`src/rtl/i2s_receiver_pkg.sv`:
```
// Shared constants and FSM state encoding for the I2S receive path.
// i2s_master uses the same width constants.
package i2s_receiver_pkg;

    localparam int I2S_DATA_WIDTH  = 24;
    localparam int I2S_SLOT_WIDTH  = 32;
    localparam int I2S_FIFO_DEPTH  = 4;
    localparam int I2S_SYNC_STAGES = 2;

    typedef enum logic [1:0] {
        WAIT_SYNC = 2'd0,
        RX_LEFT   = 2'd1,
        RX_RIGHT  = 2'd2
    } rx_state_e;

endpackage

```
`src/rtl/i2s_receiver_rx_fifo.sv`:
```
// Synchronous first-word-fall-through FIFO for completed stereo frames.
// The head register is read at the next read pointer, bypassing a same-cycle write.
module i2s_rx_fifo #(
    parameter int WIDTH = 48,
    parameter int DEPTH = 4
) (
    input  logic                       clk,
    input  logic                       srst,
    input  logic                       push_i,
    input  logic [WIDTH-1:0]           wdata_i,
    input  logic                       pop_i,
    output logic [WIDTH-1:0]           rdata_o,
    output logic                       empty_o,
    output logic [$clog2(DEPTH):0]     fill_level_o,
    output logic                       drop_o
);

    localparam int PTR_W = $clog2(DEPTH);
    localparam int LVL_W = PTR_W + 1;

    logic [WIDTH-1:0] mem_q [DEPTH];
    logic [WIDTH-1:0] head_q;
    logic [PTR_W-1:0] wr_ptr_q;
    logic [PTR_W-1:0] rd_ptr_q;
    logic [PTR_W-1:0] rd_ptr_d;
    logic [LVL_W-1:0] count_q;
    logic             full;
    logic             empty;
    logic             push_ok;
    logic             pop_ok;

    assign empty    = (count_q == '0);
    assign full     = (count_q == LVL_W'(DEPTH));
    assign pop_ok   = pop_i & ~empty;
    // A full FIFO still accepts a push when a pop frees a slot in the same cycle.
    assign push_ok  = push_i & (~full | pop_ok);
    assign drop_o   = push_i & full & ~pop_ok;
    assign rd_ptr_d = rd_ptr_q + PTR_W'(pop_ok);

    always_ff @(posedge clk) begin
        if (push_ok && !srst) begin
            mem_q[wr_ptr_q] <= wdata_i;
        end
    end

    always_ff @(posedge clk) begin
        if (srst) begin
            head_q <= '0;
        end else if (push_ok && (wr_ptr_q == rd_ptr_d)) begin
            head_q <= wdata_i;
        end else begin
            head_q <= mem_q[rd_ptr_d];
        end
    end

    always_ff @(posedge clk) begin
        if (srst) begin
            wr_ptr_q <= '0;
            rd_ptr_q <= '0;
            count_q  <= '0;
        end else begin
            if (push_ok) begin
                wr_ptr_q <= wr_ptr_q + PTR_W'(1);
            end
            rd_ptr_q <= rd_ptr_d;
            case ({push_ok, pop_ok})
                2'b10:   count_q <= count_q + LVL_W'(1);
                2'b01:   count_q <= count_q - LVL_W'(1);
                default: count_q <= count_q;
            endcase
        end
    end

    assign rdata_o      = head_q;
    assign empty_o      = empty;
    assign fill_level_o = count_q;

endmodule

```
`src/rtl/i2s_receiver.sv`:
```
// I2S ADC-stream deserialiser: oversamples bclk/lrclk/sdata in the clk_soc domain,
// assembles left/right words and buffers completed frames in an FWFT FIFO.
module i2s_receiver
    import i2s_receiver_pkg::*;
#(
    parameter int DATA_WIDTH  = I2S_DATA_WIDTH,
    parameter int SLOT_WIDTH  = I2S_SLOT_WIDTH,
    parameter int FIFO_DEPTH  = I2S_FIFO_DEPTH,
    parameter int SYNC_STAGES = I2S_SYNC_STAGES
) (
    input  logic                          clk_soc,
    input  logic                          reset,
    input  logic                          bclk,
    input  logic                          lrclk,
    input  logic                          sdata,
    output logic [DATA_WIDTH-1:0]         frame_out_l,
    output logic [DATA_WIDTH-1:0]         frame_out_r,
    input  logic                          read_frame,
    output logic                          empty,
    output logic [$clog2(FIFO_DEPTH):0]   fill_level,
    output logic                          overflow,
    output logic                          framing_err,
    input  logic                          clear_flags
);

    localparam int CNT_W = $clog2(SLOT_WIDTH + 1);
    localparam logic [CNT_W-1:0] DW_CNT   = CNT_W'(DATA_WIDTH);
    localparam logic [CNT_W-1:0] LAST_CNT = CNT_W'(DATA_WIDTH - 1);
    localparam logic [CNT_W-1:0] SLOT_CNT = CNT_W'(SLOT_WIDTH);

    logic [SYNC_STAGES-1:0] bclk_sync_q;
    logic [SYNC_STAGES-1:0] lr_sync_q;
    logic [SYNC_STAGES-1:0] sd_sync_q;
    logic                   bclk_prev_q;
    logic                   lr_prev_q;

    rx_state_e              state_q;
    logic [CNT_W-1:0]       bit_cnt_q;
    logic [DATA_WIDTH-1:0]  shift_q;
    logic [DATA_WIDTH-1:0]  left_q;
    logic                   push_q;
    logic                   overflow_q;
    logic                   framing_err_q;

    logic                   bclk_rise;
    logic                   lr;
    logic                   sd;
    logic                   boundary;
    logic                   shifting;
    logic                   word_done;
    logic                   word_ok;
    logic [DATA_WIDTH-1:0]  shift_in;
    logic                   fifo_drop;

    // All three pins share the same chain depth so their relative alignment survives.
    always_ff @(posedge clk_soc) begin
        if (reset) begin
            bclk_sync_q <= '0;
            lr_sync_q   <= '0;
            sd_sync_q   <= '0;
            bclk_prev_q <= 1'b0;
        end else begin
            bclk_sync_q <= {bclk_sync_q[SYNC_STAGES-2:0], bclk};
            lr_sync_q   <= {lr_sync_q[SYNC_STAGES-2:0], lrclk};
            sd_sync_q   <= {sd_sync_q[SYNC_STAGES-2:0], sdata};
            bclk_prev_q <= bclk_sync_q[SYNC_STAGES-1];
        end
    end

    assign lr        = lr_sync_q[SYNC_STAGES-1];
    assign sd        = sd_sync_q[SYNC_STAGES-1];
    assign bclk_rise = bclk_sync_q[SYNC_STAGES-1] & ~bclk_prev_q;
    assign boundary  = (lr != lr_prev_q);
    assign shifting  = !boundary && (bit_cnt_q < DW_CNT);
    assign word_done = shifting && (bit_cnt_q == LAST_CNT);
    assign word_ok   = (bit_cnt_q >= DW_CNT);
    assign shift_in  = {shift_q[DATA_WIDTH-2:0], sd};

    always_ff @(posedge clk_soc) begin
        if (reset) begin
            state_q       <= WAIT_SYNC;
            bit_cnt_q     <= '0;
            shift_q       <= '0;
            left_q        <= '0;
            lr_prev_q     <= 1'b0;
            push_q        <= 1'b0;
            framing_err_q <= 1'b0;
        end else begin
            push_q <= 1'b0;
            // Later set assignments below override this clear when both happen.
            if (clear_flags) begin
                framing_err_q <= 1'b0;
            end
            if (bclk_rise) begin
                lr_prev_q <= lr;
                // The boundary edge carries the previous slot's LSB, so it is dropped.
                if (boundary) begin
                    bit_cnt_q <= '0;
                end else if (shifting) begin
                    shift_q   <= shift_in;
                    bit_cnt_q <= bit_cnt_q + CNT_W'(1);
                end else if (bit_cnt_q < SLOT_CNT) begin
                    bit_cnt_q <= bit_cnt_q + CNT_W'(1);
                end

                case (state_q)
                    WAIT_SYNC: begin
                        if (boundary && !lr) begin
                            state_q <= RX_LEFT;
                        end
                    end
                    RX_LEFT: begin
                        if (word_done) begin
                            left_q <= shift_in;
                        end
                        if (boundary && lr) begin
                            if (word_ok) begin
                                state_q <= RX_RIGHT;
                            end else begin
                                framing_err_q <= 1'b1;
                                state_q       <= WAIT_SYNC;
                            end
                        end
                    end
                    RX_RIGHT: begin
                        if (word_done) begin
                            push_q <= 1'b1;
                        end
                        // A short right slot still restarts the left slot on this edge.
                        if (boundary && !lr) begin
                            if (!word_ok) begin
                                framing_err_q <= 1'b1;
                            end
                            state_q <= RX_LEFT;
                        end
                    end
                    default: state_q <= WAIT_SYNC;
                endcase
            end
        end
    end

    always_ff @(posedge clk_soc) begin
        if (reset) begin
            overflow_q <= 1'b0;
        end else if (fifo_drop) begin
            overflow_q <= 1'b1;
        end else if (clear_flags) begin
            overflow_q <= 1'b0;
        end
    end

    // shift_q holds the finished right word for the cycle push_q is high.
    i2s_rx_fifo #(
        .WIDTH (2 * DATA_WIDTH),
        .DEPTH (FIFO_DEPTH)
    ) u_fifo (
        .clk          (clk_soc),
        .srst         (reset),
        .push_i       (push_q),
        .wdata_i      ({left_q, shift_q}),
        .pop_i        (read_frame),
        .rdata_o      ({frame_out_l, frame_out_r}),
        .empty_o      (empty),
        .fill_level_o (fill_level),
        .drop_o       (fifo_drop)
    );

    assign overflow    = overflow_q;
    assign framing_err = framing_err_q;

endmodule

```
`config.mk`:
```
export PLATFORM = sky130hd
export DESIGN_NAME = i2s_receiver
export DESIGN_NICKNAME = d
export VERILOG_FILES = /design/src/rtl/i2s_receiver_pkg.sv /design/src/rtl/i2s_receiver_rx_fifo.sv /design/src/rtl/i2s_receiver.sv
export SDC_FILE = /design/constraint.sdc
export NUM_CORES = 1
export LEC_CHECK = 0
export CORE_MARGIN = 5
export CORE_UTILIZATION = 45
export DETAILED_ROUTE_END_ITERATION = 6
export SYNTH_ARGS = -nofsm -noshare
export SYNTH_HDL_FRONTEND = slang
export SYNTH_HIERARCHICAL = 1
export SYNTH_SLANG_ARGS = --single-unit
```
`constraint.sdc`:
```
create_clock -name clk_soc -period 4.3 [get_ports clk_soc]
set_clock_uncertainty 0.05 [all_clocks]
set_input_delay 0.86 -clock clk_soc [delete_from_list [all_inputs] [get_ports clk_soc]]
set_output_delay 0.86 -clock clk_soc [all_outputs]
set_load 0.1 [all_outputs]
```
# Word-level counts from Yosys, hierarchy flattened
# Memories as Yosys holds them, arrays and structs flattened. A register that Yosys moved wholly into a read port is not among the register bits.
# Cells that the tools add are included.
# totals
regBits	74
ram_bits	192
input_bits	7
out_inout_bits	54
word_cells	84
memories	1
# op_classes
add_sub_neg	5
n_lt_le_gt_ge	3
eq_ne	9
muxes	19
n_bitwise	13
n_reduce_logical	19
# memory_table
memory	words	width	rd	rd_ports_with_merged_regs	wr	line_no	rtl
u_fifo.mem_q	4	48	1	1	1	i2s_receiver_rx_fifo.sv:21	logic [WIDTH-1:0] mem_q [DEPTH];
# ops
operator	n
2-to-1 mux 6 bit	3
2-to-1 mux 1 bit	10
AND reduction 3 bit	3
inverter 1 bit	7
adder 6 x 1 -> 6 bit, second input constant	1
equality test 6 x 5 -> 1 bit, second input constant	1
greater-or-equal comparator 6 x 5 -> 1 bit, second input constant	1
< comparator 6 x 5 -> 1 bit, second input constant	1
< comparator 6 bit, second input constant	1
2-to-1 mux 2 bit	3
one-hot mux 3 bit (2 select lines)	1
bitwise AND 1 bit	5
logical AND 1 bit	5
equality test 2 x 1 -> 1 bit, second input constant	2
equality test 2 bit, second input constant	2
one-hot mux 2 bit (2 select lines)	1
nonzero test 2 bit	2
adder 3 x 1 -> 3 bit, second input constant	1
equality test 3 bit, second input constant	1
zero test 1 bit	3
zero test 3 bit	1
nonzero test 3 bit	1
OR reduction 3 bit	1
subtractor 3 x 1 -> 3 bit, second input constant	1
other kinds (10)	10

# Longest topological paths before layout
# logic_depth
word_depth	8
mapped_depth	11
depth_no_buf	8

# Hierarchy
# The synthesis kept the hierarchy.
# modules_own_cells
module	instances	cells_each	area_each_um2	seq_area_each_um2
i2s_rx_fifo	1	523	9296.4	6866.6
i2s_receiver	1	302	2575.0	1341.3

# Least setup slack after synthesis
# Ideal clock, no wire load.
# synth_timing
path_kind	reg-to-reg
from	register u_fifo.count_q[0], in the netlist u_fifo/fill_level_o[0]
to	register u_fifo.head_q[36], in the netlist u_fifo/rdata_o[36], read port of u_fifo.mem_q
setup_time_ns	0.142
arrival_time_ns	4.909
required_time_ns	4.108
setup_slack_ns	-0.801
stages_incl_launch_ff	11
n_path_buf	4
synth_period_minus_slack_ns	5.101
path_cell_list	dfxtp_1 buf_6 nor3_1 nor2b_1 ha_1 buf_2 buf_2 buf_4 mux4_2 nand2_1 a21oi_2
# synth_via
elab_chain_len	4
# synth_rtl
item	line_no	rtl
start: declaration	i2s_receiver_rx_fifo.sv:26	logic [LVL_W-1:0] count_q;
start signal: assignment	i2s_receiver_rx_fifo.sv:67	2'b10: count_q <= count_q + LVL_W'(1);
start signal: assignment	i2s_receiver_rx_fifo.sv:68	2'b01: count_q <= count_q - LVL_W'(1);
start signal: assignment	i2s_receiver_rx_fifo.sv:69	default: count_q <= count_q;
zero test 3 bit	i2s_receiver_rx_fifo.sv:32	assign empty = (count_q == '0);
named net empty	i2s_receiver.sv:19	output logic empty,
inverter 1 bit	i2s_receiver_rx_fifo.sv:34	assign pop_ok = pop_i & ~empty;
bitwise AND 1 bit	i2s_receiver_rx_fifo.sv:34	
adder 2 x 1 -> 2 bit	i2s_receiver_rx_fifo.sv:38	assign rd_ptr_d = rd_ptr_q + PTR_W'(pop_ok);
named net u_fifo.rd_ptr_d[0]	i2s_receiver_rx_fifo.sv:25	logic [PTR_W-1:0] rd_ptr_d;
end: declaration	i2s_receiver_rx_fifo.sv:22	logic [WIDTH-1:0] head_q;
# The timed path passes the listed nets, and every way through them passes these cells.
# A chain may end at the register's enable or synchronous reset.

# Worst setup path after layout
# layout_timing
from	register u_fifo.count_q[0], in the netlist u_fifo/fill_level_o[0]
to	output empty
# layout_via
elab_chain_len	1
# layout_rtl
item	line_no
zero test 3 bit	i2s_receiver_rx_fifo.sv:32
end: declaration	i2s_receiver.sv:19
# Every way passes these cells.

==> metrics.csv <==
metric,value,unit
I/O Buffers,60,
RSZ-0062 raised after global routing,false,
initial core utilization,45.7,%
DR DRC count,0,
Multi-input gate area,3340,µm²
Fmax,0.304,GHz
dpl ws,634,ps
initial DRC count,395,
final slew viol count,0,
dominant synthesized flop cell,edfxtp_1,
CP max FO,9,
final setup fails,0,
fill cell count,2168,
Detailed Route WL,23700,µm
H-Tree Depth,1,
# diodes,0,
core area,26000,µm²
later-pin clock latency in the skew report,560,ps
worst hold slack,387,ps
post-route setup TNS,0,ps
"Data arrival, critical path",2380,ps
LEAKAGE,4.58,nW
Mapped Nets,846,
hold crit path type,flop to flop,
CTS tree,done,
Post-CTS Hold Fix Bufs,0,
"Clk pin slew, worst setup/hold paths",60,ps
Final HPWL DP,13200,µm
initial antenna violation count,0,
gr usage total,16.3,%
Async SR Flop Fraction,0,%
DR WL/cell,19.1,µm
synth-to-layout area growth,16.7,%
VDD IR max,282,µV
CP endpoint kind,primary output,
"Seq/Total Area, Yosys",69.1,%
vias per cell,5.24,
die width,172,µm
total number of vias,6515,
cell family with most CP delay,buffers and inverters,
"EDFF count, synth",192,
remaining global-route overflow,0,
crit-path max cell delay,1170,ps
Seq. cell area,8210,µm²
largest net degree at the start of global routing,69,
layout cells sized above 1,20.6,%
#FFs+latches synth,314,
Pwr per Cell Area,442,nW/µm²
"Net count, final",905,
Die ar.,29700,µm²
critical path required time,3390,ps
Worst Max-Slew Pin Slew,1190,ps
"Slowest-stage cell, CP",clkdlybuf4s50_1,
Cell Rows,59,
clock sinks,314,
postcts setup bufs,0,
relative slew slack,20.6,%
vias in the first global route,6612,
mean post-synth cell area,14.4,µm²
TritonCTS Buffers,31,
Vert. Die Dim,172,µm
Cells after Synth,825,
Final min period,3290,ps
worst path bufs/invs,1,
Pwr Total,6.12,mW
CTS root buf,clkbuf_16,
Ys Warns,6,
status,completed,
Post-DP Area,12800,µm²
Synth cell types,52,
clock buffer depth,3,
CP cell instances,"nor3_2, clkdlybuf4s50_1",
max_cap viols,0,
Post-Synthesis Cell Area,11900,µm²
post-route cell area,13900,µm²
drt pass-1 iters,5,
first-pass GRT wire length,37700,µm
Resized Gates After CTS,0,
type of the worst setup path,flop to primary output,
post-route setup slack,1010,ps
CP Launch Type,flop,
Ports,61,
Routed Antenna Nets,0,
Final Hold Vio Count,0,
routability congestion estimate,0.780,
"Period Utilization, post-route",76.6,%
-- flip-flops by register name (all words and copies together), names as in the netlist --
name and count:
left_q 24, shift_q 24, u_fifo/rdata_o 48, u_fifo/wr_ptr_q 2, u_fifo/rd_ptr_q 2, framing_err 1, sd_sync_q 2, bclk_sync_q 2
overflow 1, push_q 1, state_q 2, u_fifo/mem_q 192, lr_prev_q 1, u_fifo/fill_level_o 3, bclk_prev_q 1, bit_cnt_q 6
lr_sync_q 2
-- through the flow --
stage,cells,utilization (%)
after detailed placement,1186,49.2
after CTS,1244,53.3
after global routing,1244,53.3
final,1244,53.3
after floorplan,825,-
after global placement,1186,49.2
-- final cells by class --
class	count	area share [%]
Clock buffer	38	5.94
Clock inverter	20	1.69
Inverter	14	0.379
Multi-Input combinational cell	448	24.1
Sequential cell	314	59.3
Tap cell	335	3.03
Timing Repair Buffer	75	5.58
-- worst paths after layout --
check,slack (ps),depth (start not counted),to,startpoint
worst max-delay path,1010,2,empty,u_fifo/fill_level_o[0]
worst min-delay path,390,1,bclk_sync_q[1],bclk_sync_q[0]
worst max register to register,1610,8,u_fifo/rdata_o[21],u_fifo/fill_level_o[0]
worst min register to register,390,1,bclk_sync_q[1],bclk_sync_q[0]
-- cell usage after synthesis (all sizes together) (3+ instances only) --
library cell / n / share of area (%)
and3: 7 / 0.37
nand2: 200 / 7.0
a21oi: 105 / 5.4
nand4: 3 / 0.28
inv: 14 / 0.44
mux4: 48 / 9.1
buf: 30 / 2.0
edfxtp: 192 / 49
clkbuf: 19 / 0.63
nor2b: 11 / 0.58
nor2: 18 / 0.57
nand3: 5 / 0.21
xor2: 6 / 0.44
ha: 13 / 1.4
dfxtp: 122 / 21
-- routing by layer --
layer / GRT usage [%] / share of wire (%)
met1: 22.2 / 44
met2: 27.7 / 49
met3: 2.56 / 5.2
met4: 3.83 / 1.7
met5: 0 / 0
-- logic make-up (layout without fill, tap and decap cells) --
family                     Yosys count  in the layout  synth area share [%]
adders and majority gates           14             14                  1.54
xor gates and xnor gates             9              9                 0.780
AOI/OAI and AO/OA                  118            118                  6.25
buffers and inverters               63            147                  3.07
and+or+nand+nor                    258            258                  10.0
muxes                               49             49                  9.19
DFF                                314            314                  69.1
-- power breakdown --
part	internal (mW)	switching, mW
clock	1.66	1.11
combinational	0.0343	0.134
sequential	3.17	0.00787
total	4.87	1.25
-- layout by cell type, fill, tap and decap left out, types with 2 or more instances in the layout --
master | Yosys | final
edfxtp_1 | 192 | 192
nand2_1 | 170 | 170
dfxtp_1 | 122 | 122
a21oi_1 | 74 | 74
clkdlybuf4s50_1 | 0 | 59
mux4_2 | 48 | 48
clkbuf_16 | 0 | 32
a21oi_2 | 31 | 31
nand2_2 | 30 | 30
nor2_1 | 18 | 18
inv_1 | 14 | 14
ha_1 | 13 | 12
nor2b_1 | 11 | 11
buf_4 | 1 | 11
clkinv_2 | 0 | 8
clkbuf_1 | 18 | 6
nand3_1 | 5 | 5
xor2_1 | 6 | 5
bufinv_16 | 0 | 5
buf_12 | 0 | 5
and3_2 | 0 | 4
and3_1 | 7 | 3
clkinv_1 | 0 | 3
and2_1 | 2 | 2
nand4_1 | 2 | 2
o21ai_0 | 2 | 2
inv_6 | 0 | 2
clkinvlp_4 | 0 | 2
xnor2_1 | 2 | 2
(Power assumes the default switching activity.)
